### config.mk
export PLATFORM = sky130hd
export DESIGN_NAME = uart_rx
export DESIGN_NICKNAME = d
export VERILOG_FILES = /design/src/rtl/uart_rx.sv
export SDC_FILE = /design/constraint.sdc
export NUM_CORES = 1
export LEC_CHECK = 0
export CORE_MARGIN = 2
export CORE_UTILIZATION = 49
export CTS_BUF_LIST = sky130_fd_sc_hd__clkbuf_16
export CTS_CLUSTER_DIAMETER = 30
export CTS_CLUSTER_SIZE = 30
export DETAILED_ROUTE_END_ITERATION = 10
export PLACE_DENSITY = 0.68
export SLEW_MARGIN = 20
export SYNTH_ARGS = -nofsm -noshare
export SYNTH_HDL_FRONTEND = slang
export SYNTH_SLANG_ARGS = --single-unit
### constraint.sdc
create_clock -name i_clk -period 2.9 [get_ports i_clk]
set_clock_uncertainty 0.15 [all_clocks]
set_input_delay 0.435 -clock i_clk [delete_from_list [all_inputs] [get_ports i_clk]]
set_output_delay 0.435 -clock i_clk [all_outputs]
set_load 0.01 [all_outputs]
### src/rtl/uart_rx.sv
// 8N1 UART receiver: 2-flop synchroniser, mid-bit sampling, stop-bit check and a one-cycle ready/error strobe.
// Optional 8E1 framing with a parity-error strobe when UART_RX_PARITY_EN is defined.
module uart_rx #(
    parameter int unsigned CLKS_PER_BIT = 868
) (
    input  logic       i_clk,
    input  logic       i_rst,
    input  logic       i_rx,
    output logic [7:0] o_rx_byte,
    output logic       o_rx_byte_rdy,
    output logic       o_rx_busy,
    output logic       o_frame_err
`ifdef UART_RX_PARITY_EN
    ,
    output logic       o_parity_err
`endif
);

    localparam logic [15:0] HALF_CNT = 16'((CLKS_PER_BIT - 1) / 2);
    localparam logic [15:0] LAST_CNT = 16'(CLKS_PER_BIT - 1);

    typedef enum logic [2:0] {
        S_IDLE,
        S_START,
        S_DATA,
        S_PARITY,
        S_STOP,
        S_CLEANUP,
        S_BREAK
    } state_t;

    state_t      state, state_d;
    logic        rx_meta, rx_s;
    logic [15:0] count, count_d;
    logic [2:0]  bit_idx, bit_idx_d;
    logic [7:0]  shift, shift_d;
    logic [7:0]  byte_d;
    logic        rdy_d, ferr_d;
`ifdef UART_RX_PARITY_EN
    logic        parity_bit, parity_bit_d;
    logic        perr_d;
`endif

    // NOTE: i_rx is asynchronous; only the second stage may feed decisions.
    always_ff @(posedge i_clk) begin
        if (i_rst) begin
            rx_meta <= 1'b1;
            rx_s    <= 1'b1;
        end else begin
            rx_meta <= i_rx;
            rx_s    <= rx_meta;
        end
    end

    // NOTE: every variable gets a default first so no path through the case infers a latch.
    always_comb begin
        state_d   = state;
        count_d   = count + 16'd1;
        bit_idx_d = bit_idx;
        shift_d   = shift;
        byte_d    = o_rx_byte;
        rdy_d     = 1'b0;
        ferr_d    = 1'b0;
`ifdef UART_RX_PARITY_EN
        parity_bit_d = parity_bit;
        perr_d       = 1'b0;
`endif
        case (state)
            S_IDLE: begin
                count_d = '0;
                if (!rx_s) state_d = S_START;
            end
            S_START: begin
                if (count == HALF_CNT) begin
                    count_d   = '0;
                    bit_idx_d = '0;
                    state_d   = rx_s ? S_IDLE : S_DATA;
                end
            end
            S_DATA: begin
                if (count == LAST_CNT) begin
                    count_d          = '0;
                    shift_d[bit_idx] = rx_s;
                    if (bit_idx == 3'd7) begin
                        bit_idx_d = '0;
`ifdef UART_RX_PARITY_EN
                        state_d = S_PARITY;
`else
                        state_d = S_STOP;
`endif
                    end else begin
                        bit_idx_d = bit_idx + 3'd1;
                    end
                end
            end
`ifdef UART_RX_PARITY_EN
            S_PARITY: begin
                if (count == LAST_CNT) begin
                    count_d      = '0;
                    parity_bit_d = rx_s;
                    state_d      = S_STOP;
                end
            end
`endif
            S_STOP: begin
                if (count == LAST_CNT) begin
                    count_d = '0;
                    if (rx_s) begin
`ifdef UART_RX_PARITY_EN
                        // Even parity: data bits plus parity bit must XOR to zero.
                        if (^{shift, parity_bit}) begin
                            perr_d = 1'b1;
                        end else begin
                            byte_d = shift;
                            rdy_d  = 1'b1;
                        end
`else
                        byte_d = shift;
                        rdy_d  = 1'b1;
`endif
                        state_d = S_CLEANUP;
                    end else begin
                        ferr_d  = 1'b1;
                        state_d = S_BREAK;
                    end
                end
            end
            S_CLEANUP: begin
                count_d = '0;
                state_d = S_IDLE;
            end
            S_BREAK: begin
                // A line held low must rise before the next start bit can be seen.
                count_d = '0;
                if (rx_s) state_d = S_IDLE;
            end
            default: begin
                count_d = '0;
                state_d = S_IDLE;
            end
        endcase
    end

    // NOTE: sequential state uses non-blocking assignments only.
    always_ff @(posedge i_clk) begin
        if (i_rst) begin
            state         <= S_IDLE;
            count         <= '0;
            bit_idx       <= '0;
            shift         <= '0;
            o_rx_byte     <= '0;
            o_rx_byte_rdy <= 1'b0;
            o_frame_err   <= 1'b0;
`ifdef UART_RX_PARITY_EN
            parity_bit    <= 1'b0;
            o_parity_err  <= 1'b0;
`endif
        end else begin
            state         <= state_d;
            count         <= count_d;
            bit_idx       <= bit_idx_d;
            shift         <= shift_d;
            o_rx_byte     <= byte_d;
            o_rx_byte_rdy <= rdy_d;
            o_frame_err   <= ferr_d;
`ifdef UART_RX_PARITY_EN
            parity_bit    <= parity_bit_d;
            o_parity_err  <= perr_d;
`endif
        end
    end

    assign o_rx_busy = (state != S_IDLE);

endmodule

==> metrics.md <==
| Metric | Value |
|---|---|
| Outcome | completed |
| Final Hold Fails | 0 |
| Power per Cell Area | approximately 530 nW/um2 |
| TNS Setup | 0 ps |
| WL final | 3.99 mm |
| Die W | a little under 70 um |
| Worst-path clk slew | roughly 50 ps |
| Most frequent cells in the layout | 42 x dfxtp_1, 19 x nor3_1, 18 x a21oi_1 |
| Port bufs | 13 |
| Die ar. | around 4600 um2 |
| Grt ovf | 0 |
| Period Utilization, post-route | approximately three quarters |
| Fraction of layout cells with a size suffix above 1 | 8.37% |
| Grt peak-use layer | met2 |
| Adder-cell share of the synthesized area | ~2.5% |
| Met1 usage | 24.3% |
| Die height | 68.0 um |
| Cts repair resizes | 0 |
| M3 GR Usage | roughly 3.5% |
| Avg WL per Cell | about 14 um |
| Pleak | approximately 0.74 nW |
| Number of remaining DRC errors | 0 |
| Register area share after synthesis | a little over two fifths |
| GRT met2 Usage | between 30% and 40% |
| Post-Synth XOR/XNOR Area | between 6 and 7% |
| Critical Path RT | about 2300 ps |
| Fmax | roughly 460 MHz |
| Top post-synthesis cells by area | dfxtp_1 42%, nand4_1 5.3%, nor3_1 4.7% |
| CP startpoint kind | flop |
| Core Region | between 3000 and 4000 um2 |
| Max Root-Sink Buffers | 2 |
| Clock root buffer | clkbuf_16 |
| H-tree depth | 2 |
| Fill cells | about 350 |
| Synth area leader | dfxtp_1 |
| Nets | 245 |
| RSZ-0062 raised after global routing | no |
| Via density | 5.85 |
| Max-cap viol count | 0 |
| Vias in the first global route | approximately 1500 |
| Top-level I/O count | 14 |
| Area share of the largest cell type after synthesis | 41.8% |
| Initial drt markers | 78 |
| Initial core utilization | 50.6% |
| Initial antenna violation count | 0 |
| Max-slew headroom | between 50% and 60% |
| Clock latency on the worst-skew pair | between 200 and 300 ps |
| Post-CTS Setup Bufs | 0 |
| Syn-to-layout area delta | 15.9% |
| Synth Area in Compound Gates | roughly 15% |
| Least-Margin Pin Slew | about 740 ps |
| Fin util | about 60% |
| Crit path DAT | about 1600 ps |
| Total power | 0.00123 W |
| Fin. max-slew vios | 0 |
| Mux contribution to synthesized area | about 1.1% |
| Clock sink count | between 40 and 50 |
| Gpl congestion | approximately 0.83 |
| ANT cells | 0 |
| CTS hold repair buffers | 0 |
| Average size of a mapped cell | 8.85 um2 |
| CTS Buf Count | 5 |
| #FFs+latches synth | 42 |
| Mapped Area | approximately 2000 um2 |
| Largest family of logic cells by synthesized area | simple AND/OR/NAND/NOR gates |
| Commonest non-fill, non-tap cell in the layout | dfxtp_1 |
| # setup viols final | 0 |
| Setup Crit Path Kind | reg -> out |
| Mapped Nets | 234 |
| Largest net degree at the start of global routing | 31 |
| CP Capture Type | output port |
| Post-DRT Antenna Nets | 0 |
| Minimum clock period | about 2200 ps |
| CP max FO | 8 |
| Drt first pass iters | 4 |
| Post-synth cell types | 38 |
| Mapped Cells | between 200 and 250 |
| HPWL Detailed | about 2.6 mm |
| YS warnings | 0 |
| Cell row count | 23 |
| CTS tree | yes |
| Vias | between 1500 and 2000 |
| Hold/Removal Path Class | reg -> reg |
| Maximum vdd ir drop | 0.000303 V |
| GR Util All Layers | between 10% and 20% |
| Simple-gate share of the synthesized area | between 20% and 30% |
| First-pass GRT wire length | approximately 6.7 mm |
[path summary, 6_finish.rpt]
check                              from                     to  slack (ps)  depth (start not counted)
setup / recovery  state[2]$_SDFFE_PP0P_              o_rx_busy         750                          3
hold / removal       rx_meta$_SDFF_PP1_        rx_s$_SDFF_PP1_         260                          1
setup reg to reg    count[0]$_SDFF_PP0_  state[1]$_SDFFE_PP0P_         820                          6
hold reg to reg      rx_meta$_SDFF_PP1_        rx_s$_SDFF_PP1_         260                          1
[stage by stage]
| stage | worst slack (ps) | area, um2 | hold slack, ps | std cells |
|---|---|---|---|---|
| finish | 747 | 2330 | 264 | 289 |
| global route | 669 | 2330 | 281 | 289 |
| CTS | 752 | 2330 | 264 | 289 |
| detailed placement | 822 | 2170 | 250 | 281 |
| global placement | 859 | 2170 | 242 | 281 |
| floorplan | 943 | 2010 | 239 | 227 |
[worst max-delay path, cell delays in order (launching register included)]
cell and delay, ps:
dfxtp_1 510, inv_1 170, nand2_1 90, clkdlybuf4s50_1 530
[Yosys cell counts, drive strengths merged]
| cell type | count |
|---|---|
| a211oi | 1 |
| a21oi | 18 |
| a221o | 1 |
| a22oi | 2 |
| a311oi | 1 |
| and3 | 1 |
| and4 | 6 |
| buf | 7 |
| clkbuf | 8 |
| dfxtp | 42 |
| ha | 4 |
| inv | 7 |
| mux2 | 2 |
| nand2 | 9 |
| nand2b | 3 |
| nand3 | 8 |
| nand4 | 17 |
| nor2 | 6 |
| nor2b | 1 |
| nor3 | 19 |
| nor3b | 4 |
| nor4 | 5 |
| nor4b | 1 |
| o21ai | 9 |
| o21bai | 1 |
| o22ai | 1 |
| o31ai | 8 |
| o32ai | 3 |
| o41ai | 1 |
| or2 | 2 |
| or3 | 9 |
| or3b | 2 |
| or4 | 3 |
| xnor2 | 8 |
| xor2 | 7 |
[where the power goes]
group | internal, W | switching (W)
clock | 0.000399 | 0.000209
sequential | 0.000579 | 0.00000250
combinational | 0.0000146 | 0.0000238
total | 0.000993 | 0.000236
[layer usage]
metal	up-vias	routed length, um
met2	21	1850
met5	-	0
met1	787	1990
li1	879	-
met3	5	102
met4	0	53
[logic make-up (layout without fill, tap and decap cells)]
family,count (synthesis),in the layout
simple gates,96,96
compound gates,46,46
flops,42,42
buf+inv,22,34
xor+xnor,15,15
fa+ha+maj,4,4
mux,2,2
[registers in the layout, summed over array words and instances, names as in the netlist]
| register | flops |
|---|---|
| o_frame_err | 1 |
| rx_s | 1 |
| o_rx_byte | 8 |
| shift | 8 |
| o_rx_byte_rdy | 1 |
| state | 3 |
| rx_meta | 1 |
| count | 16 |
| bit_idx | 3 |
[final cells by class]
class / count / area (um2) / share of cell area, %
inverters: 7 / 26.3 / 1.13
clock inverters: 3 / 37.5 / 1.61
well taps: 50 / 62.6 / 2.69
flip-flops and latches: 42 / 841 / 36.1
clock buffers: 5 / 125 / 5.37
repair buffers: 19 / 175 / 7.52
multi-input cells: 163 / 1060 / 45.6
Power figures use the tool's default switching activity.
